### src/rtl/mem_port_arbiter.sv
// mem_port_arbiter: shares one fixed-latency memory port between instruction fetch and the MEM stage,
// data first, with a streak limit so fetch still makes progress under sustained data traffic.
module mem_port_arbiter #(
    parameter int AW   = 32,
    parameter int DW   = 32,
    parameter int LAT  = 2,
    parameter int MAXD = 2
) (
    input  logic          clk,
    input  logic          rst,
    input  logic          if_req,
    input  logic [AW-1:0] if_addr,
    output logic          if_done,
    output logic [DW-1:0] if_rdata,
    output logic          if_stall,
    input  logic          d_req,
    input  logic          d_we,
    input  logic [AW-1:0] d_addr,
    input  logic [DW-1:0] d_wdata,
    output logic          d_done,
    output logic [DW-1:0] d_rdata,
    output logic          d_stall,
    output logic          mem_sel,
    output logic          mem_en,
    output logic          mem_we,
    output logic [AW-1:0] mem_addr,
    output logic [DW-1:0] mem_wdata,
    input  logic [DW-1:0] mem_rdata
);
    typedef enum logic {IDLE, BUSY} state_t;
    localparam logic [3:0] LAT_C  = 4'(LAT);
    localparam logic [3:0] MAXD_C = 4'(MAXD);
    state_t state, state_n;
    logic [3:0] cnt, cnt_n, streak, streak_n;
    logic sel_n, en_n, we_n, if_done_n, d_done_n, d_win;
    logic [AW-1:0] addr_n;
    logic [DW-1:0] wdata_n;
    assign d_win    = d_req & ~(if_req & (streak == MAXD_C));
    assign if_stall = if_req & ~if_done;
    assign d_stall  = d_req & ~d_done;
    assign if_rdata = if_done ? mem_rdata : '0;
    assign d_rdata  = (d_done & ~mem_we) ? mem_rdata : '0;
    always_comb begin
        state_n   = state;
        cnt_n     = cnt;
        streak_n  = streak;
        sel_n     = mem_sel;
        we_n      = mem_we;
        addr_n    = mem_addr;
        wdata_n   = mem_wdata;
        en_n      = 1'b0;
        if_done_n = 1'b0;
        d_done_n  = 1'b0;
        if (state == IDLE) begin
            if (if_req | d_req) begin
                state_n  = BUSY;
                cnt_n    = 4'd1;
                en_n     = 1'b1;
                sel_n    = d_win;
                we_n     = d_win & d_we;
                addr_n   = d_win ? d_addr : if_addr;
                wdata_n  = d_win ? d_wdata : '0;
                streak_n = (d_win & if_req) ? ((streak < MAXD_C) ? streak + 4'd1 : streak) : 4'd0;
            end
        end else begin
            cnt_n = cnt + 4'd1;
            // the done cycle still counts as busy so the owner's held request is not re-granted
            if (if_done | d_done)
                state_n = IDLE;
            else if (cnt == LAT_C) begin
                d_done_n  = mem_sel;
                if_done_n = ~mem_sel;
            end
        end
    end
    always_ff @(posedge clk) begin
        if (rst) begin
            state     <= IDLE;
            cnt       <= '0;
            streak    <= '0;
            mem_sel   <= 1'b0;
            mem_en    <= 1'b0;
            mem_we    <= 1'b0;
            mem_addr  <= '0;
            mem_wdata <= '0;
            if_done   <= 1'b0;
            d_done    <= 1'b0;
        end else begin
            state     <= state_n;
            cnt       <= cnt_n;
            streak    <= streak_n;
            mem_sel   <= sel_n;
            mem_en    <= en_n;
            mem_we    <= we_n;
            mem_addr  <= addr_n;
            mem_wdata <= wdata_n;
            if_done   <= if_done_n;
            d_done    <= d_done_n;
        end
    end
endmodule

### config.mk
export PLATFORM = sky130hd
export DESIGN_NAME = mem_port_arbiter
export DESIGN_NICKNAME = d
export VERILOG_FILES = /design/src/rtl/mem_port_arbiter.sv
export SDC_FILE = /design/constraint.sdc
export NUM_CORES = 1
export LEC_CHECK = 0
export ABC_AREA = 1
export ABC_CLOCK_PERIOD_IN_PS = 2250
export BUFFER_PORTS_ARGS = -buffer_cell sky130_fd_sc_hd__buf_2
export CAP_MARGIN = 25
export CORE_AREA = 2 2 103 105
export DETAILED_ROUTE_END_ITERATION = 16
export DIE_AREA = 0 0 105 107
export GPL_TIMING_DRIVEN = 0
export PLACE_DENSITY = 0.77
export SLEW_MARGIN = 20
export SYNTH_ARGS = -nofsm -noshare
export SYNTH_HDL_FRONTEND = slang
export SYNTH_SLANG_ARGS = --single-unit
### constraint.sdc
create_clock -name clk -period 2.25 [get_ports clk]
set_input_delay 0.3375 -clock clk [delete_from_list [all_inputs] [get_ports clk]]
set_output_delay 0.3375 -clock clk [all_outputs]
set_load 0.005 [all_outputs]
---- Word-level counts from Yosys, hierarchy flattened ----
Index checks and enable logic that the tools add are counted.
W data, S select, Z words.
operators by class
  equal/unequal tests ..................... 3
  order comparisons ....................... 1
  reduce and logical (&&, ||, !) cells .... 5
  add/sub/neg operators ................... 2
  mux-type cells .......................... 11
  bitwise gates (word level) .............. 16
operators by type and width
  operator               count
  $mux W32               4
  $mux W4                4
  $add A4 B1 Y4 const B  2
  $eq A4 B2 Y1 const B   2
  $and A1 B1 Y1          7
  $not A1 Y1             7
  $lt A4 B2 Y1 const B   1
  $reduce_or A4 Y1       1
  $mux W1                3
  $reduce_and A3 Y1      1
  $ne A2 B1 Y1 const B   1
  $or A1 B1 Y1           2
  $reduce_and A2 Y1      1
  $reduce_bool A2 Y1     1
  $reduce_or A2 Y1       1
storage, ports and cells
  logic and storage cells ................. 48
  input bits .............................. 133
  output and inout port bits .............. 135
  register bits after elaboration ......... 78

---- Logic depth before layout (Yosys ltp) ----
Gate-level depths: netlist of the first run.
  word-level depth ........................ 7
  mapped depth ............................ 7
  mapped depth without buffers ............ 7

---- Worst setup path after synthesis of the first run ----
Ideal clock, no wire load.
  path kind ............................... reg2reg
  start point ............................. register streak[0]
  end point ............................... register mem_addr[1]
  library setup time ...................... 0.074 ns
  stages on the path, launching flop included .. 7
  slack ................................... 0.921 ns
  path buffers ............................ 1
  period minus slack after synthesis ...... 1.329 ns
  required time ........................... 2.176 ns
  arrival time ............................ 1.255 ns
  path through ............................ dfxtp_1 inv_1 ha_1 nand3_1 clkbuf_1 a21oi_1 o21ai_0
on the way
  cells in the longest elaborated chain, start to end .. 5
RTL lines
  what                    line  RTL
  start, declared         34    logic [3:0] cnt, cnt_n, streak, streak_n;
  start signal, assigned  91    streak <= streak_n;
  $eq A4 B2 Y1            38    assign d_win = d_req & ~(if_req & (streak == MAXD_C));
  $and A1 B1 Y1           38
  $not A1 Y1              38
  $and A1 B1 Y1           38
  $mux W32                61    addr_n = d_win ? d_addr : if_addr;
  end signal, assigned    95    mem_addr <= addr_n;
  end, declared           26    output logic [AW-1:0] mem_addr,
Every way passes these cells.
A chain may end at the register's enable or synchronous reset.

---- Final worst setup path of the first run ----
  start point ............................. register if_done
  end point ............................... output if_rdata[18]
on the way
  cells in the longest elaborated chain, start to end .. 1
RTL lines
  what                    line  RTL
  start, declared         13    output logic if_done,
  start signal, assigned  97    if_done <= if_done_n;
  $mux W32                41    assign if_rdata = if_done ? mem_rdata : '0;
  end, declared           14    output logic [DW-1:0] if_rdata,
Every way passes these cells.

==> results of run 1 <==
==> per-stage QoR <==
stage	std cells	util, %	setup slack, ns	cell area (um^2)
final	960	53.6	0.331	5410
after global routing	960	53.6	0.173	5410
after CTS	955	53.5	0.299	5400
after floorplan	537	-	0.921	3680
after global placement	939	51.4	0.439	5180
after detailed placement	939	51.4	0.406	5180
==> registers in the layout, summed over array words and instances, names as in the netlist <==
signal     flops
mem_en         1
mem_addr      32
streak         4
if_done        1
mem_sel        1
mem_wdata     32
mem_we         1
state          1
cnt            4
d_done         1
==> area by class of cell <==
cell class | count | area share [%]
antenna | 5 | 0.231
buffer | 38 | 3.42
clock buffer | 11 | 2.43
clock inverter | 5 | 1.50
inverter | 112 | 7.77
multi-input combinational | 309 | 28.0
sequential | 78 | 28.9
tap | 136 | 3.15
timing repair buffer | 266 | 24.6
==> power by group through the flow <==
| stage | combinational [mW] | sequential (mW) | clock (mW) |
|---|---|---|---|
| after floorplan | 0.228 | 1.57 | 0 |
| after global placement | 0.529 | 1.56 | 0 |
| after detailed placement | 0.533 | 1.56 | 0 |
| after CTS | 0.535 | 1.53 | 1.17 |
| after global routing | 0.594 | 1.54 | 1.24 |
| final | 0.528 | 1.53 | 1.14 |
==> logic make-up after synthesis <==
logic type,share of synthesized area [%]
simple gates,20.0
fa+ha+maj,1.36
buf+inv,16.5
xor+xnor,0.476
flops,42.4
compound gates,19.3
==> per-layer routing <==
layer  global-route usage [%]  up-vias  share of wire (%)
li1                         -     2263                  -
met1                     24.5     1980                 37
met2                     41.3      182                 50
met3                     7.11       37                8.4
met4                     13.8        2                4.0
met5                        0        -              0.089
==> how the worst max path moves through the flow <==
stage          cells past startpoint                    endpoint
2_1_floorplan                      6    mem_addr[1]$_SDFFE_PP0P_
3_3_place_gp                       6  mem_wdata[28]$_SDFFE_PP0P_
3_5_place_dp                       6   mem_wdata[0]$_SDFFE_PP0P_
4_1_cts                            5                if_rdata[18]
5_1_grt                            5                if_rdata[10]
6_report                           5                if_rdata[18]
==> Yosys cell counts (all sizes together) <==
library cell  number  area share (%)
inv              111              11
o21ai             98              13
dfxtp             78              42
nand3             66             9.0
nand2             47             4.8
nor2              45             5.1
a21oi             37             5.0
buf               19             3.1
clkbuf            19             2.0
nand4              6             1.2
ha                 4             1.4
xor2               2            0.48
a211oi             1            0.20
clkinv             1            0.10
o211ai             1            0.20
o22ai              1            0.17
o32ai              1            0.24
==> worst max-delay path, stage by stage, from the launching register on <==
cell      delay (ns)
dfxtp_1         0.33
clkbuf_1        0.24
clkbuf_1        0.37
nand2_1         0.15
inv_1           0.07
buf_2           0.10
==> impl_metrics.tcl, run 1 <==
set metrics [dict create \
    setup_tns_ns 0 \
    holdPathEnd "mem_wdata[10]$_SDFFE_PP0P_" \
    n_fill_cell 1105 \
    portBuffers 266 \
    hp-start "d_wdata[10]" \
    core_area_um2 10100 \
    peakVddDrop_mv 0.370 \
    syn_area_um2 3680 \
    internal-power_mw 2.35 \
    ys_warn_count 0 \
    fin_nets 951 \
    clk_pin_slew_ns 0.08 \
    synth_cells 537 \
    finalHoldViolCount 0 \
    rsz0062_at_grt "false" \
    cp_max_fo 10 \
    fmax_mhz 521 \
    antenna_found_initial 6 \
    seq_area_um2 1560 \
    clockBufferDepth 2 \
    drv_cap 0 \
    regToRegStartpoint "streak[0]$_SDFFE_PP0P_" \
    grt_max_degree 14 \
    area_growth_pct 46.9 \
    drive_above_1_share_pct 37.4 \
    cts_root_buffer "clkbuf_8" \
    power.leakage_nw 3.24 \
    start_util_pct 36.5 \
    power_frac_comb_pct 16.5 \
    grt_pass1_wl_um 20500 \
    synth_fp_nets 674 \
    critPathKind "reg2out" \
    dpl.hpwl_um 10700 \
    hold_path_class "in2reg" \
    crit_arrival_ns 1.58 \
    syn_avg_cell_area_um2 6.85 \
    ant_nets 0 \
    critPathCaptureType "output pin" \
    rows 37 \
    mostFrequentLayoutCell "buf_2" \
    ys_types 25 \
    multi_input_area_um2 1510 \
    die_height_um 107 \
    grt_pass1_vias 4165 \
    tritoncts "done" \
    powerDensity_nw_per_um2 592 \
    worstPathRequired_ns 1.91 \
    holdBufCountCts 0 \
    cts.sinks 78 \
    grt_overflow_total 0 \
    period_minus_slack_ns 1.92 \
    seq_area_frac_synth_pct 42.4 \
    power_mw 3.20 \
    drt-pass1-iter-count 4 \
    dr.first_iter.drc_count 251 \
    dieArea_um2 11200 \
    grt_usage_pct 23.4 \
    fin_hold_ws_ns 0.227 \
    cts_made_buffers 9 \
    post_cts_buffers 0 \
    start_kind "flop" \
    final_cell_mix "buf_2 (278), inv_1 (110), dfxtp_1 (78)" \
    drt_wl_total_um 13500 \
    drcViolationCount 0 \
    h-tree-depth 3 \
    clock_skew_ns 0.0165 \
    share_seq_of_total_power_pct 47.8 \
    cp-startpoint "if_done$_SDFF_PP0_" \
    slew_violations 0 \
    setup_violations 0 \
    insertion_delay_ns 0.35 \
    routed_via_density 4.65 \
    hold_depth 3 \
    gp_congestion 0.847 \
    tightest_slew_ns 0.474 \
    p_sw_mw 0.854 \
    cts-resized-gates 0 \
    relSlewSlack_pct 68.4 \
    die-width_um 105 \
    p_sw_share_pct 26.7 \
    synth-seq-cells 78 \
    r2r_end "mem_wdata[31]$_SDFFE_PP0P_" \
    vias 4464 \
    p_clk_share_pct 35.7 \
    fin_crit_sh_pct 85.3 \
    r2r_cells 6 \
    pin_count 268 \
    routedWlPerCell_um 14.0 \
    reg2reg_slack_ns 0.40 \
    status "finished, final reports clean" \
]
Note: power is estimated with default switching activity, not from simulation.
==> run 2: changes to the inputs <==
--- a/config.mk
+++ b/config.mk
@@ -6,14 +6,14 @@
 export NUM_CORES = 1
 export LEC_CHECK = 0
 export ABC_AREA = 1
-export ABC_CLOCK_PERIOD_IN_PS = 2250
+export ABC_CLOCK_PERIOD_IN_PS = 2000
 export BUFFER_PORTS_ARGS = -buffer_cell sky130_fd_sc_hd__buf_2
 export CAP_MARGIN = 25
-export CORE_AREA = 2 2 103 105
+export CORE_AREA = 2 2 104 106
 export DETAILED_ROUTE_END_ITERATION = 16
-export DIE_AREA = 0 0 105 107
+export DIE_AREA = 0 0 106 108
 export GPL_TIMING_DRIVEN = 0
-export PLACE_DENSITY = 0.77
+export PLACE_DENSITY = 0.76
 export SLEW_MARGIN = 20
 export SYNTH_ARGS = -nofsm -noshare
 export SYNTH_HDL_FRONTEND = slang
==> constraint.sdc (replaced) <==
create_clock -name clk -period 2 [get_ports clk]
set_input_delay 0.3 -clock clk [delete_from_list [all_inputs] [get_ports clk]]
set_output_delay 0.3 -clock clk [all_outputs]
set_load 0.005 [all_outputs]
==> run 2 against run 1 <==
Flip-flop and latch count is the same. Critical path type unchanged. Cell area increased by 0.25%. Critical path depth did not move. Die area increased by 1.9%. Worst setup slack worse by 0.11 ns. Combinational power increased by 12%.
==> impl_metrics.tcl, run 2 (synthesis results as in run 1) <==
set metrics [dict create \
    power_mw 3.60 \
    p_sw_share_pct 26.6 \
    finalHoldViolCount 0 \
    grt_usage_pct 23.3 \
    busiest_layer "met2" \
    tightest_slew_ns 0.495 \
    cp_cell_sequence "inv_1 -> nand2_1 -> clkbuf_1 -> nor2_1 -> buf_2" \
    dieArea_um2 11400 \
    worstPathRequired_ns 1.70 \
    critPathKind "reg2out" \
    die_height_um 108 \
    tritoncts "done" \
    routed_via_density 4.58 \
    clk_pin_slew_ns 0.08 \
    dpl.hpwl_um 10700 \
    antenna_found_initial 6 \
    cp-startpoint "mem_we$_SDFFE_PP0P_" \
    cts.sinks 78 \
    grt_overflow_total 0 \
    start_kind "flop" \
    pin_count 268 \
    p_sw_mw 0.959 \
    status "finished, final reports clean" \
    holdBufCountCts 0 \
    slew_violations 0 \
    start_util_pct 36.0 \
    insertion_delay_ns 0.34 \
    power_frac_comb_pct 16.5 \
    cp_slowest_cell "clkbuf_1" \
    vias 4403 \
    gp_congestion 0.885 \
    cts_root_buffer "clkbuf_8" \
    h-tree-depth 3 \
    drt_wl_total_um 13500 \
    routedWlPerCell_um 14.0 \
    power.leakage_nw 3.25 \
    use_met2_pct 42.2 \
    grtUsageMet1_pct 24.8 \
    drv_cap 0 \
    hp-start "if_addr[6]" \
    area_growth_pct 47.3 \
    final_cell_mix "buf_2 (278), inv_1 (110), dfxtp_1 (78)" \
    share_seq_of_total_power_pct 47.9 \
    fin_nets 951 \
    grt_pass1_wl_um 20900 \
    portBuffers 266 \
    grt_pass1_vias 4187 \
    drcViolationCount 0 \
    critPathCaptureType "output pin" \
    rsz0062_at_grt "false" \
    internal-power_mw 2.64 \
    die-width_um 106 \
    period_minus_slack_ns 1.78 \
    core_area_um2 10200 \
    peakVddDrop_mv 0.348 \
    hold_path_class "in2reg" \
    post_cts_buffers 0 \
    grt_util_met3_pct 6.27 \
    drive_above_1_share_pct 37.9 \
    mostFrequentLayoutCell "buf_2" \
    cpPeakStageDelay_ns 0.37 \
    clock_skew_ns 0.0107 \
    grt_max_degree 14 \
    p_clk_share_pct 35.6 \
    cp_max_fo 10 \
    clockBufferDepth 2 \
    setup_violations 0 \
    powerDensity_nw_per_um2 664 \
    rows 37 \
    dr.first_iter.drc_count 265 \
    relSlewSlack_pct 67.0 \
    reg_top3 "mem_addr: 32 flops, mem_wdata: 32 flops" \
    crit_arrival_ns 1.48 \
    fin_crit_sh_pct 89.1 \
    setup_tns_ns 0 \
    drt-pass1-iter-count 4 \
    fmax_mhz 561 \
    regToRegStartpoint "streak[0]$_SDFFE_PP0P_" \
    cts_made_buffers 9 \
    fin_hold_ws_ns 0.194 \
    ant_nets 0 \
]
==> run 2: routing by layer <==
layer | up-vias | part of all wire [%]
li1 | 2263 | -
met1 | 1919 | 38
met2 | 193 | 50
met3 | 28 | 7.4
met4 | 0 | 3.8
met5 | - | 0
==> run 2: repair_timing <==
item / 4_1_cts / 5_1_grt
setup endpoints to repair: 0 / 11
gates resized for setup: 0 / 7
endpoints found under the hold margin: 0 / 0
==> run 2: critical path: cells and delay by family (launching register included) <==
family / cells / cell delay (ns)
buf+inv: 3 / 0.59
flops: 1 / 0.35
simple gates: 2 / 0.20
==> run 2: metrics by stage <==
stage / cells / util (%) / setup slack (ns) / instance area (um^2)
global placement: 939 / 50.7 / 0.278 / 5180
detailed placement: 939 / 50.7 / 0.192 / 5180
floorplan: 537 / - / 0.671 / 3680
CTS: 955 / 52.8 / 0.0903 / 5400
finish: 961 / 53.0 / 0.219 / 5420
global route: 961 / 53.0 / 0.0480 / 5420
==> run 2: area by class of cell <==
cell class | instances | area, um^2
repair buffers | 266 | 1330
diodes | 6 | 15.0
fillers | 1074 | 4810
flip-flops and latches | 78 | 1560
clock buffers | 11 | 131
plain buffers | 38 | 189
multi-input cells | 309 | 1520
well taps | 136 | 170
inverters | 112 | 420
clock inverters | 5 | 83.8
==> run 2: worst paths after layout <==
path	cells after the start	endpoint	slack, ns
max	5	d_rdata[21]	0.22
min	3	mem_addr[6]$_SDFFE_PP0P_	0.19
max reg2reg	7	mem_addr[24]$_SDFFE_PP0P_	0.39
min reg2reg	1	if_done$_SDFF_PP0_	0.44
==> run 2: power by group through the flow <==
stage | Clock [mW] | Sequential (mW) | Combinational [mW]
6_report | 1.28 | 1.72 | 0.594
2_1_floorplan | 0 | 1.76 | 0.256
3_3_place_gp | 0 | 1.75 | 0.594
4_1_cts | 1.32 | 1.72 | 0.600
5_1_grt | 1.38 | 1.74 | 0.669
3_5_place_dp | 0 | 1.76 | 0.599
==> run 3: changes to the inputs <==
--- a/config.mk
+++ b/config.mk
@@ -6,14 +6,15 @@
 export NUM_CORES = 1
 export LEC_CHECK = 0
 export ABC_AREA = 1
-export ABC_CLOCK_PERIOD_IN_PS = 2000
+export ABC_CLOCK_PERIOD_IN_PS = 1450
 export BUFFER_PORTS_ARGS = -buffer_cell sky130_fd_sc_hd__buf_2
 export CAP_MARGIN = 25
-export CORE_AREA = 2 2 104 106
+export CORE_ASPECT_RATIO = 2
+export CORE_MARGIN = 2
+export CORE_UTILIZATION = 37
 export DETAILED_ROUTE_END_ITERATION = 16
-export DIE_AREA = 0 0 106 108
 export GPL_TIMING_DRIVEN = 0
-export PLACE_DENSITY = 0.76
+export PLACE_DENSITY_LB_ADDON = 0.1
 export SLEW_MARGIN = 20
 export SYNTH_ARGS = -nofsm -noshare
 export SYNTH_HDL_FRONTEND = slang
==> constraint.sdc (replaced) <==
create_clock -name clk -period 1.45 [get_ports clk]
set_input_delay 0.2175 -clock clk [delete_from_list [all_inputs] [get_ports clk]]
set_output_delay 0.2175 -clock clk [all_outputs]
set_load 0.005 [all_outputs]
==> run 3 against run 2 <==
Worst setup slack got worse by 0.18 ns. Sequential share of layout area fell by 1.5 points. Sequential power rose by 38%. Largest power group is now clock. Highest routed layer unchanged.
==> impl_metrics.tcl, run 3 (synthesis results as in run 1) <==
set metrics [dict create \
    portBuffers 266 \
    die_height_um 145 \
    mostFrequentLayoutCell "buf_2" \
    p_sw_mw 1.41 \
    period_minus_slack_ns 1.41 \
    antenna_cells 0 \
    fin_nets 955 \
    drv_cap 0 \
    cts_root_buffer "clkbuf_16" \
    n_fill_cell 1013 \
    cp_cell_sequence "nand2_8 -> clkbuf_16 -> nor2_1 -> buf_2" \
    relSlewSlack_pct 70.1 \
    start_kind "flop" \
    rows 51 \
    clk_pin_slew_ns 0.06 \
    grt_overflow_total 0 \
    r2r_cells 8 \
    cp-startpoint "d_done$_SDFF_PP0_" \
    drt_wl_total_um 13000 \
    critPathCapture "d_rdata[26]" \
    routedWlPerCell_um 13.6 \
    clockBufferDepth 2 \
    powerDensity_nw_per_um2 1000 \
    cts.sinks 78 \
    power_frac_comb_pct 14.8 \
    worstPathRequired_ns 1.23 \
    p_clk_share_pct 44.1 \
    dpl_cell_area_um2 5180 \
    fmax_mhz 708 \
    fin_crit_sh_pct 97.5 \
    routed_via_density 4.68 \
    dpl.hpwl_um 10100 \
    hold_path_class "in2reg" \
    grt_pass1_wl_um 19500 \
    p_sw_share_pct 24.4 \
    grt_usage_pct 22.9 \
    holdBufCountCts 0 \
    pre_cts_ws_ns -0.317 \
    grt_pass1_vias 4254 \
    rsz0062_at_grt "true" \
    die-width_um 74.5 \
    drt-pass1-iter-count 4 \
    finalHoldViolCount 0 \
    cts_made_buffers 9 \
    setup_violations 0 \
    insertion_delay_ns 0.33 \
    area_growth_pct 56.6 \
    slew_violations 0 \
    cp_slowest_cell "dfxtp_4" \
    tritoncts "done" \
    core_area_um2 9700 \
    reg2reg_slack_ns 0.05 \
    pin_count 268 \
    ant_nets 0 \
    clock_skew_ns 0.00588 \
    dieArea_um2 10800 \
    drcViolationCount 0 \
    cp_max_fo 7 \
    drive_above_1_share_pct 41.7 \
    setup_slack_ns 0.0369 \
    crit_arrival_ns 1.20 \
    regToRegStartpoint "streak[0]$_SDFFE_PP0P_" \
    post-route-cell-area_um2 5770 \
    tightest_slew_ns 0.448 \
    antenna_found_initial 0 \
    dr.first_iter.drc_count 122 \
    share_seq_of_total_power_pct 41.2 \
    r2r_end "mem_addr[14]$_SDFFE_PP0P_" \
    reg_top3 "mem_addr: 32 flops, mem_wdata: 32 flops" \
    cpPeakStageDelay_ns 0.40 \
    peakVddDrop_mv 0.726 \
    start_util_pct 38.0 \
    status "finished, final reports clean" \
    critPathKind "reg2out" \
    grt_max_degree 14 \
    h-tree-depth 3 \
    gp_congestion 0.825 \
    final_cell_mix "buf_2 (275), inv_1 (108), dfxtp_1 (73)" \
    power.leakage_nw 3.39 \
    internal-power_mw 4.37 \
    critPathCaptureType "output pin" \
    vias 4472 \
]
==> run 3: power groups by stage <==
stage,clock network [mW],logic (mW),registers (mW)
4_1_cts,2.62,0.836,2.38
3_3_place_gp,0,0.808,2.42
3_5_place_dp,0,0.823,2.43
5_1_grt,2.70,0.951,2.40
6_report,2.55,0.853,2.38
2_1_floorplan,0,0.353,2.43
==> run 3: per-layer routing <==
metal	wire [um]	track usage (%)	vias to the layer above
met5	0	0	-
met4	385	8.84	0
met3	908	5.49	30
met2	7120	43.3	190
met1	4540	22.5	1992
li1	-	-	2260
==> run 3: area by class of cell <==
type	instances	area (um^2)	area share, %
Multi-Input combinational cell	309	1610	27.9
Sequential cell	78	1570	27.3
Timing Repair Buffer	271	1400	24.3
Inverter	112	423	7.34
Buffer	37	256	4.45
Clock buffer	10	229	3.97
Tap cell	132	165	2.86
Clock inverter	6	110	1.91
==> run 3: worst min-delay path by stage <==
stage | start | end | slack (ns) | cells past startpoint
after floorplan | d_wdata[10] | mem_wdata[10]$_SDFFE_PP0P_ | 0.35 | 2
after global placement | mem_sel$_SDFFE_PP0P_ | if_done$_SDFF_PP0_ | 0.42 | 1
after detailed placement | mem_sel$_SDFFE_PP0P_ | if_done$_SDFF_PP0_ | 0.43 | 1
after CTS | d_wdata[10] | mem_wdata[10]$_SDFFE_PP0P_ | 0.12 | 3
after global routing | if_addr[6] | mem_addr[6]$_SDFFE_PP0P_ | 0.13 | 3
final | d_wdata[10] | mem_wdata[10]$_SDFFE_PP0P_ | 0.13 | 3
==> run 3: worst max-delay path, delay by kind of cell, from the launching register on <==
family,cells,cell delay [ns]
AND/OR/NAND/NOR,2,0.19
buffers and inverters,2,0.29
flip-flops,1,0.40
==> run 3: what timing repair did <==
action | 4_1_cts | 5_1_grt
pin swaps | 0 | 2
cloned | 1 | 2
hold endpoints to repair | 0 | 0
buffers inserted | 0 | 2
endpoints found under the setup margin | 125 | 118
gates resized for setup | 34 | 48
==> run 3: stage by stage <==
step / util [%] / std cells / power (mW) / setup TNS, ns / hold WS, ns
global route: 59.4 / 955 / 6.05 / -0.0469 / 0.131
finish: 59.4 / 955 / 5.78 / 0 / 0.131
global placement: 53.4 / 935 / 3.23 / -11.57 / 0.419
CTS: 57.9 / 951 / 5.83 / -0.769 / 0.119
floorplan: - / 537 / 2.79 / 0 / 0.355
detailed placement: 53.4 / 935 / 3.25 / -15.28 / 0.428
